<file path="src/rtl/set_assoc_cache_if.sv">
// Request/response handshake between an address-trace source and the
// set-associative cache model.
//   req_valid  : source has an address to look up
//   req_ready  : cache can accept a request this cycle
//   address    : byte address, sampled on accept
//   resp_valid : one-cycle pulse, lookup result ready
//   resp_hit   : qualified by resp_valid, 1 = hit, 0 = miss
// master = trace source, slave = cache.
interface set_assoc_cache_if #(
    parameter int ADDR_W = 32
);
    logic              req_valid;
    logic              req_ready;
    logic [ADDR_W-1:0] address;
    logic              resp_valid;
    logic              resp_hit;

    modport master (output req_valid, output address,
                    input  req_ready, input  resp_valid, input resp_hit);
    modport slave  (input  req_valid, input  address,
                    output req_ready, output resp_valid, output resp_hit);
endinterface

</file>
<file path="src/rtl/set_assoc_cache.sv">
// Tag-only set-associative cache model with true-LRU replacement, a fixed
// miss penalty and saturating hit/miss statistics. WAYS=1 behaves as a
// direct-mapped cache.
// Ports:
//   clk, rst   : clock, synchronous active-high reset
//   bus        : request/response handshake (slave side)
//   flush      : invalidate all lines, acted on in IDLE only
//   clr_stats  : zero both counters (wins over a same-edge increment)
//   Hitcount   : saturating hit counter
//   Misscount  : saturating miss counter
//
// state  | meaning
// IDLE   | waiting for a request or a flush
// LOOKUP | tag compare against the indexed set
// REFILL | modelled miss penalty, line installed on the final cycle
module set_assoc_cache #(
    parameter int ADDR_W   = 32,
    parameter int OFFSET_W = 2,
    parameter int INDEX_W  = 4,
    parameter int WAYS     = 2,
    parameter int MISS_LAT = 4,
    parameter int CNT_W    = 32
) (
    input  logic              clk,
    input  logic              rst,
    set_assoc_cache_if.slave  bus,
    input  logic              flush,
    input  logic              clr_stats,
    output logic [CNT_W-1:0]  Hitcount,
    output logic [CNT_W-1:0]  Misscount
);
    localparam int SETS  = 1 << INDEX_W;
    localparam int TAG_W = ADDR_W - OFFSET_W - INDEX_W;
    // A single way needs no age; a 1-bit constant-zero field keeps the code uniform.
    localparam int AGE_W = (WAYS > 1) ? $clog2(WAYS) : 1;
    localparam int LAT_W = $clog2(MISS_LAT + 1);

    localparam logic [1:0] IDLE   = 2'd0;
    localparam logic [1:0] LOOKUP = 2'd1;
    localparam logic [1:0] REFILL = 2'd2;

    logic [1:0]        state;
    logic [ADDR_W-1:0] addr_q;
    logic [LAT_W-1:0]  refill_cnt;

    logic              valid_q [SETS][WAYS];
    logic [TAG_W-1:0]  tag_q   [SETS][WAYS];
    logic [AGE_W-1:0]  age_q   [SETS][WAYS];

    logic [TAG_W-1:0]   req_tag;
    logic [INDEX_W-1:0] req_idx;
    logic               hit;
    logic [AGE_W-1:0]   hit_way;
    logic [AGE_W-1:0]   vic_way;
    logic [AGE_W-1:0]   touch_way;
    logic [AGE_W-1:0]   new_age [WAYS];

    assign req_tag = addr_q[ADDR_W-1 -: TAG_W];
    assign req_idx = addr_q[OFFSET_W +: INDEX_W];

    assign bus.req_ready = (state == IDLE) && !flush && !rst;

    always_comb begin
        hit       = 1'b0;
        hit_way   = '0;
        vic_way   = '0;
        for (int w = WAYS - 1; w >= 0; w--) begin
            if (valid_q[req_idx][w] && (tag_q[req_idx][w] == req_tag)) begin
                hit     = 1'b1;
                hit_way = AGE_W'(w);
            end
        end
        // Oldest way first, then overridden by the lowest-numbered invalid way.
        for (int w = 0; w < WAYS; w++) begin
            if (age_q[req_idx][w] == AGE_W'(WAYS - 1)) begin
                vic_way = AGE_W'(w);
            end
        end
        for (int w = WAYS - 1; w >= 0; w--) begin
            if (!valid_q[req_idx][w]) begin
                vic_way = AGE_W'(w);
            end
        end
        touch_way = (state == LOOKUP) ? hit_way : vic_way;
        for (int w = 0; w < WAYS; w++) begin
            new_age[w] = age_q[req_idx][w];
            if (AGE_W'(w) == touch_way) begin
                new_age[w] = '0;
            end else if (age_q[req_idx][w] < age_q[req_idx][touch_way]) begin
                new_age[w] = age_q[req_idx][w] + 1'b1;
            end
        end
    end

    always_ff @(posedge clk) begin
        if (rst) begin
            state          <= IDLE;
            addr_q         <= '0;
            refill_cnt     <= '0;
            bus.resp_valid <= 1'b0;
            bus.resp_hit   <= 1'b0;
            for (int s = 0; s < SETS; s++) begin
                for (int w = 0; w < WAYS; w++) begin
                    valid_q[s][w] <= 1'b0;
                    age_q[s][w]   <= AGE_W'(w);
                end
            end
        end else begin
            bus.resp_valid <= 1'b0;
            case (state)
                IDLE: begin
                    if (flush) begin
                        for (int s = 0; s < SETS; s++) begin
                            for (int w = 0; w < WAYS; w++) begin
                                valid_q[s][w] <= 1'b0;
                                age_q[s][w]   <= AGE_W'(w);
                            end
                        end
                    end else if (bus.req_valid) begin
                        addr_q <= bus.address;
                        state  <= LOOKUP;
                    end
                end
                LOOKUP: begin
                    if (hit) begin
                        bus.resp_valid <= 1'b1;
                        bus.resp_hit   <= 1'b1;
                        for (int w = 0; w < WAYS; w++) begin
                            age_q[req_idx][w] <= new_age[w];
                        end
                        state <= IDLE;
                    end else begin
                        refill_cnt <= LAT_W'(MISS_LAT);
                        state      <= REFILL;
                    end
                end
                REFILL: begin
                    if (refill_cnt == LAT_W'(1)) begin
                        valid_q[req_idx][vic_way] <= 1'b1;
                        tag_q[req_idx][vic_way]   <= req_tag;
                        for (int w = 0; w < WAYS; w++) begin
                            age_q[req_idx][w] <= new_age[w];
                        end
                        bus.resp_valid <= 1'b1;
                        bus.resp_hit   <= 1'b0;
                        state          <= IDLE;
                    end else begin
                        refill_cnt <= refill_cnt - 1'b1;
                    end
                end
                default: state <= IDLE;
            endcase
        end
    end

    always_ff @(posedge clk) begin
        if (rst || clr_stats) begin
            Hitcount  <= '0;
            Misscount <= '0;
        end else if (state == LOOKUP) begin
            if (hit && (Hitcount != '1)) begin
                Hitcount <= Hitcount + 1'b1;
            end
            if (!hit && (Misscount != '1)) begin
                Misscount <= Misscount + 1'b1;
            end
        end
    end
endmodule
</file>
<file path="src/flat_wrapper.sv">
// flat-port wrapper written by rule: the top's interface ports become plain ports
module set_assoc_cache_flat 
#(
    parameter int ADDR_W   = 32,
    parameter int OFFSET_W = 2,
    parameter int INDEX_W  = 4,
    parameter int WAYS     = 2,
    parameter int MISS_LAT = 4,
    parameter int CNT_W    = 32
)
  (clk, rst, flush, clr_stats, Hitcount, Misscount, bus_req_valid, bus_address, bus_req_ready, bus_resp_valid, bus_resp_hit);
  set_assoc_cache_if #(.ADDR_W(ADDR_W)) bus_i ();
  input  logic clk;
  input  logic rst;
  input  logic flush;
  input  logic clr_stats;
  output logic [CNT_W-1:0] Hitcount;
  output logic [CNT_W-1:0] Misscount;
  input wire logic [$bits(bus_i.req_valid)-1:0] bus_req_valid;
  input wire logic [$bits(bus_i.address)-1:0] bus_address;
  output wire logic [$bits(bus_i.req_ready)-1:0] bus_req_ready;
  output wire logic [$bits(bus_i.resp_valid)-1:0] bus_resp_valid;
  output wire logic [$bits(bus_i.resp_hit)-1:0] bus_resp_hit;
  assign bus_i.req_valid = bus_req_valid;
  assign bus_i.address = bus_address;
  assign bus_req_ready = bus_i.req_ready;
  assign bus_resp_valid = bus_i.resp_valid;
  assign bus_resp_hit = bus_i.resp_hit;
  set_assoc_cache #(.ADDR_W(ADDR_W), .OFFSET_W(OFFSET_W), .INDEX_W(INDEX_W), .WAYS(WAYS), .MISS_LAT(MISS_LAT), .CNT_W(CNT_W)) u_core (.clk(clk), .rst(rst), .bus(bus_i), .flush(flush), .clr_stats(clr_stats), .Hitcount(Hitcount), .Misscount(Misscount));
endmodule
</file>
<file path="config.mk">
export PLATFORM = sky130hd
export DESIGN_NAME = set_assoc_cache_flat
export DESIGN_NICKNAME = d
export VERILOG_FILES = /design/src/rtl/set_assoc_cache_if.sv /design/src/rtl/set_assoc_cache.sv /design/src/flat_wrapper.sv
export SDC_FILE = /design/constraint.sdc
export NUM_CORES = 1
export LEC_CHECK = 0
export CELL_PAD_IN_SITES_DETAIL_PLACEMENT = 1
export CELL_PAD_IN_SITES_GLOBAL_PLACEMENT = 1
export CORE_ASPECT_RATIO = 0.9
export CORE_MARGIN = 4
export CORE_UTILIZATION = 50
export DETAILED_ROUTE_END_ITERATION = 8
export PLACE_DENSITY = 0.85
export SYNTH_ARGS = -nofsm -noshare
export SYNTH_HDL_FRONTEND = slang
export SYNTH_SLANG_ARGS = --single-unit
</file>
<file path="constraint.sdc">
create_clock -name clk -period 12.82 [get_ports clk]
set_clock_uncertainty 0.1 [all_clocks]
set_input_delay 3.205 -clock clk [delete_from_list [all_inputs] [get_ports clk]]
set_output_delay 3.205 -clock clk [all_outputs]
set_load 0.02 [all_outputs]
</file>
==> results of run 1 <==
synthesized netlist by cell type (4+ instances only):
cell type	n
a211oi_1	4
a21o_1	33
a21oi_1	80
a221oi_1	12
a22o_1	10
a22oi_1	21
a31oi_1	12
a41o_1	8
and2_1	15
and3_1	23
and4_1	8
buf_1	6
buf_2	35
buf_4	10
buf_6	25
clkbuf_1	62
dfxtp_1	139
edfxtp_1	862
ha_1	7
inv_1	12
mux2_2	13
mux2i_1	142
mux4_2	194
nand2_1	146
nand2b_1	15
nand3_1	31
nand3b_1	5
nand4_1	27
nor2_1	90
nor2b_1	16
nor3_1	13
nor3b_1	4
nor4_1	6
o21ai_0	34
o21ai_1	5
o22ai_1	5
o31ai_1	28
or3_1	35
or4_1	21
xnor2_1	41
xor2_1	18
layout make-up:
cell class / count / area (um2) / share of cell area
Tap cell: 1050 / 1310 / 0.0284
Clock buffer: 141 / 2820 / 0.0610
Sequential cell: 1001 / 28700 / 0.621
Inverter: 12 / 45.0 / 0.000975
Clock inverter: 44 / 488 / 0.0106
Multi-Input combinational cell: 1175 / 11300 / 0.244
Timing Repair Buffer: 175 / 1590 / 0.0343
worst min path at each step:
| stage | from | to | slack [ns] | depth (start not counted) |
|---|---|---|---|---|
| floorplan | u_core.valid_q[12][0] | u_core.valid_q[12][0] | 0.32 | 1 |
| global placement | u_core.valid_q[13][0] | u_core.valid_q[13][0] | 0.33 | 1 |
| detailed placement | u_core.valid_q[4][1] | u_core.valid_q[4][1] | 0.34 | 1 |
| CTS | u_core.valid_q[3][1] | u_core.valid_q[3][1] | 0.36 | 1 |
| global route | u_core.valid_q[3][1] | u_core.valid_q[3][1] | 0.37 | 1 |
| finish | u_core.addr_q[9] | u_core.addr_q[9] | 0.36 | 2 |
metrics by stage:
stage	worst slack [ns]	hold slack, ns
final	4.63	0.365
after CTS	4.64	0.361
after global routing	4.58	0.374
after global placement	4.72	0.327
after floorplan	5.19	0.321
after detailed placement	4.69	0.339
critical path: cells and delay by family:
family,cells,cell delay [ns]
and+or+nand+nor,1,0.40
buffers and inverters,2,1.27
state kept, by name, indices dropped and copies added (netlist names), named ones only:
signal	cells
u_core.Hitcount	32
u_core.bus.resp_hit	1
u_core.bus.resp_valid	1
u_core.addr_q	30
u_core.tag_q	832
u_core.refill_cnt	3
u_core.Misscount	32
u_core.valid_q	32
u_core.age_q	32
u_core.state	2
kinds of logic (layout without fill, tap and decap cells):
group | count (synthesis) | in the layout | share of synthesized area
DFF | 1001 | 1001 | 0.707
and+or+nand+nor | 471 | 471 | 0.0599
muxes | 351 | 351 | 0.148
AOI/OAI and AO/OA | 287 | 287 | 0.0487
buffers and inverters | 153 | 372 | 0.0216
xor gates and xnor gates | 59 | 59 | 0.0127
adders and majority gates | 7 | 7 | 0.00216
per-layer routing:
metal,routed length [um],up-vias,share of wire
li1,-,9579,-
met1,43800,12500,0.37
met2,58800,1586,0.50
met3,10900,284,0.093
met4,4200,0,0.036
met5,0,-,0
power groups by stage:
| stage | sequential [uW] | clock [uW] | combinational, uW |
|---|---|---|---|
| after floorplan | 3630 | 0 | 209 |
| after global placement | 3630 | 0 | 302 |
| after detailed placement | 3630 | 0 | 321 |
| after CTS | 3560 | 3020 | 334 |
| after global routing | 3560 | 3180 | 355 |
| final | 3560 | 3000 | 338 |
==> results.py, run 1 <==
metrics = {
    "sta": {
        "period_share": 0.639,
        "slew_headroom": 0.0446,
        "rsz0062_at_grt": "no",
        "hold_viol": 0,
        "max_freq_ghz": 0.122,
        "worst_pin_slew_ns": 1.43,
        "slew_violations": 0,
        "setup_tns_ns": 0,
        "finalSetupViolCount": 0,
        "finalCriticalPeriod_ns": 8.19,
    },
    "final_layout": {
        "final_area_um2": 46200,
        "fin_util": 0.578,
        "layout-drive-gt1-share": 0.195,
        "layout_commonest_cell": "edfxtp_1",
        "fin_cells": 3598,
        "diodes": 0,
        "syn2layout_area_growth_pct": 14.0,
        "final_cell_mix": "862 x edfxtp_1, 194 x mux4_2, 146 x nand2_1",
        "nFillCells": 7085,
        "nNetsFinal": 2508,
    },
    "setup_path": {
        "r2r_slack_ns": 6.42,
        "crit_arrival_ns": 4.88,
        "critPathCapture": "bus_req_ready",
        "cp-startpoint": "flush",
        "start_kind": "primary input",
        "rr_endpoint": "u_core.age_q[5][1]",
        "path_max_fanout": 5,
        "crit_required_ns": 9.51,
        "path_class": "primary input to output pin",
        "reg2regPathDepth": 12,
        "crit_top_cell": "clkdlybuf4s50_1",
        "worstPathCellList": "clkdlybuf4s50_1, nor3b_1, clkdlybuf4s50_1",
        "cpPeakStageDelay_ns": 0.68,
        "worstSetupEndpointType": "output pin",
        "cpMaxStageDelayCell": "clkdlybuf4s50_1",
    },
    "power": {
        "p_sw_uw": 1510,
        "p_total_uw": 6890,
        "leakage_uw": 0.0151,
        "p_int_uw": 5380,
        "worst_ir_drop_vdd_v": 0.0000914,
        "combPwrFrac": 0.049,
        "switching_share": 0.220,
        "clkPwrFrac": 0.435,
        "seq_power_share": 0.516,
        "p_per_area_nw_per_um2": 149,
    },
    "place": {
        "place.gp.congestion": 0.825,
        "io_buffers": 101,
        "dp_hpwl_um": 61500,
        "dp.cells": 3413,
        "place_area_um2": 42900,
    },
    "floorplanning": {
        "die_area_um2": 85700,
        "die_h_um": 278,
        "core_um2": 79900,
        "initial_core_util": 0.507,
        "die_w_um": 308,
        "row_count": 98,
        "io_pins": 104,
    },
    "min_path": {
        "hp-class": "flop to flop",
    },
    "synth": {
        "synth.distinct_cells": 72,
        "ys_warn_count": 0,
        "synth_seq_cells": 1001,
        "yosys-top-cells-area": "edfxtp_1 64%, mux4_2 11%, dfxtp_1 6.9%",
        "synth_area_leader_cell": "edfxtp_1",
        "synth-async-reset-ratio": 0,
        "synth_edf_count": 862,
        "ys_seq_area_frac": 0.707,
        "syn_area_um2": 40500,
        "synth_fp_nets": 2373,
        "syn_inst": 2329,
        "synth.top_cell.area_share": 0.638,
        "ys.flop_type": "edfxtp_1",
        "syn_area_per_cell_um2": 17.4,
    },
    "drt": {
        "final_antenna_net_count": 0,
        "wl_per_cell_um": 32.7,
        "drc": 0,
        "drt_wl_total_um": 118000,
        "drt_iter0_drc": 3106,
        "via_per_inst": 6.65,
        "dr.pass1.iters": 5,
        "via_count": 23900,
    },
    "global_route": {
        "antenna_found_initial": 1,
        "grt_max_degree": 116,
        "grtUsageMet3": 0.0549,
        "grt_pass1_vias": 25500,
        "globalRouteTotalUtil": 0.276,
        "grt_use_met1": 0.366,
        "busiest_layer": "met2",
        "grtUsageMet2": 0.458,
        "grt_overflow": 0,
        "grt_pass1_wl_um": 174000,
    },
    "clocking": {
        "post_cts_resized": 0,
        "cts_made_buffers": 99,
        "cts_num_sinks": 1001,
        "clock_latency_ns": 0.69,
        "clockBufferDepth": 3,
        "postCtsSetupBuffers": 0,
        "h-tree-depth": 3,
        "cts_tree": "yes",
        "clock-root-buffer": "clkbuf_16",
        "path_clk_slew_ns": 0.06,
        "holdBufCountCts": 0,
    },
    "flow_run": {
        "maxCapViolations": 0,
    },
    "status": {
        "status": "finished, final reports clean",
    },
}
Note: power is estimated with default switching activity, not from simulation.
==> inputs of run 2 (changes only) <==
==> constraint.sdc (replaced) <==
create_clock -name clk -period 8 [get_ports clk]
set_clock_uncertainty 0.1 [all_clocks]
set_input_delay 2 -clock clk [delete_from_list [all_inputs] [get_ports clk]]
set_output_delay 2 -clock clk [all_outputs]
set_load 0.02 [all_outputs]
==> run 2 against run 1 <==
Against the previous run: core utilization rose by 0.11 points; first-iteration DRC count fell by 2.9%; global-route usage rose by 0.37 points.
==> results.py, run 2 (synthesis results as in run 1) <==
metrics = {
    "status": {
        "status": "finished, final reports clean",
    },
    "setup_path": {
        "start_kind": "flop",
        "r2r_slack_ns": 1.74,
        "cpPeakStageDelay_ns": 1.23,
        "path_max_fanout": 41,
        "crit_top_cell": "nand4_1",
        "path_class": "flop to flop",
        "critPathCapture": "u_core.Hitcount[8]",
        "rr_endpoint": "u_core.Hitcount[8]",
        "reg2regPathDepth": 11,
        "cpMaxStageDelayCell": "a211oi_4",
        "crit_arrival_ns": 6.73,
        "worstPathCellList": "buf_4, mux4_2, a22oi_1, o21ai_1, xnor2_1, nand4_1, nor4_4, nand4_1, a211oi_4, a31oi_1, a41o_1",
        "worstSetupEndpointType": "flop",
        "crit_required_ns": 8.47,
    },
    "clocking": {
        "cts_tree": "yes",
        "clock-root-buffer": "clkbuf_16",
        "clockBufferDepth": 3,
        "clock_latency_ns": 0.69,
        "holdBufCountCts": 0,
        "h-tree-depth": 3,
        "cts_made_buffers": 99,
        "path_clk_slew_ns": 0.06,
        "cts_num_sinks": 1001,
        "postCtsSetupBuffers": 0,
        "post_cts_resized": 0,
    },
    "final_layout": {
        "nNetsFinal": 2516,
        "regMostFlops": "u_core.tag_q",
        "syn2layout_area_growth_pct": 14.2,
        "largest_reg_flops": 832,
        "layout_commonest_cell": "edfxtp_1",
        "nFillCells": 7088,
        "layout-drive-gt1-share": 0.199,
        "final_cell_mix": "862 x edfxtp_1, 194 x mux4_2, 146 x nand2_1",
    },
    "power": {
        "p_per_area_nw_per_um2": 240,
        "leakage_uw": 0.0151,
        "p_total_uw": 11100,
        "worst_ir_drop_vdd_v": 0.000181,
    },
    "floorplanning": {
        "die_h_um": 278,
        "core_um2": 79900,
        "io_pins": 104,
        "die_w_um": 308,
        "die_area_um2": 85700,
        "initial_core_util": 0.507,
        "row_count": 98,
    },
    "sta": {
        "finalCriticalPeriod_ns": 6.26,
        "finalSetupViolCount": 0,
        "setup_tns_ns": 0,
        "slew_violations": 0,
        "rsz0062_at_grt": "no",
        "hold_viol": 0,
        "max_freq_ghz": 0.160,
        "worst_pin_slew_ns": 1.32,
        "period_share": 0.782,
        "slew_headroom": 0.117,
    },
    "global_route": {
        "antenna_found_initial": 2,
        "grt_max_degree": 73,
        "globalRouteTotalUtil": 0.279,
        "grt_overflow": 0,
        "grt_pass1_wl_um": 176000,
        "grt_pass1_vias": 25700,
    },
    "drt": {
        "drt_wl_total_um": 120000,
        "drc": 0,
        "via_per_inst": 6.69,
        "via_count": 24100,
        "wl_per_cell_um": 33.2,
        "final_antenna_net_count": 0,
        "dr.pass1.iters": 5,
        "drt_iter0_drc": 3015,
    },
    "flow_run": {
        "maxCapViolations": 0,
    },
    "min_path": {
        "hp-class": "flop to flop",
    },
    "place": {
        "place.gp.congestion": 0.836,
        "io_buffers": 101,
        "dp_hpwl_um": 64700,
    },
}
-- run 2: worst min-delay path by stage --
stage | startpoint | end | slack (ns) | cells after the start
floorplan | u_core.valid_q[12][0] | u_core.valid_q[12][0] | 0.32 | 1
global route | u_core.valid_q[3][1] | u_core.valid_q[3][1] | 0.39 | 1
detailed placement | u_core.valid_q[13][1] | u_core.valid_q[13][1] | 0.34 | 1
global placement | u_core.valid_q[6][1] | u_core.valid_q[6][1] | 0.33 | 1
CTS | u_core.valid_q[8][0] | u_core.valid_q[8][0] | 0.36 | 1
finish | u_core.addr_q[10] | u_core.addr_q[10] | 0.36 | 2
-- run 2: worst max-delay path, delay by kind of cell, from the launching register on --
family | cells | cell delay (ns)
buf+inv | 1 | 0.60
flops | 1 | 0.84
simple gates | 3 | 1.32
compound gates | 5 | 2.20
mux | 1 | 0.60
xor+xnor | 1 | 0.45
-- run 2: cell type report --
cell class | instances | area (um2) | share of cell area
Sequential cell | 1001 | 28700 | 0.620
Tap cell | 1050 | 1310 | 0.0284
Antenna cell | 1 | 2.50 | 0.0000540
Timing Repair Buffer | 183 | 1670 | 0.0360
Inverter | 12 | 45.0 | 0.000973
Clock buffer | 127 | 2690 | 0.0580
Clock inverter | 59 | 627 | 0.0135
Multi-Input combinational cell | 1175 | 11300 | 0.244
-- run 2: report_power, final --
group	total (uW)	leakage [uW]	internal, uW	switching [uW]
clock network	4850	0.00164	2770	2080
logic	543	0.00421	201	342
registers	5710	0.00928	5670	39.3
total	11100	0.0151	8640	2460
-- run 2: metrics by stage --
step	cell area [um2]	util	std cells	hold slack, ns	setup slack (ns)
after floorplan	40500	-	2329	0.321	2.78
after global placement	43000	0.537	3420	0.327	2.38
after detailed placement	43000	0.537	3420	0.339	2.03
after CTS	46300	0.579	3606	0.359	1.89
after global routing	46300	0.579	3608	0.385	1.53
final	46300	0.579	3608	0.359	1.74
-- run 2: layer usage --
metal | global-route usage | share of wire | up-vias | wire, um
li1 | - | - | 9604 | -
met1 | 0.368 | 0.37 | 12600 | 44600
met2 | 0.470 | 0.50 | 1609 | 59900
met3 | 0.0517 | 0.089 | 317 | 10700
met4 | 0.0983 | 0.038 | 0 | 4500
met5 | 0 | 0 | - | 0
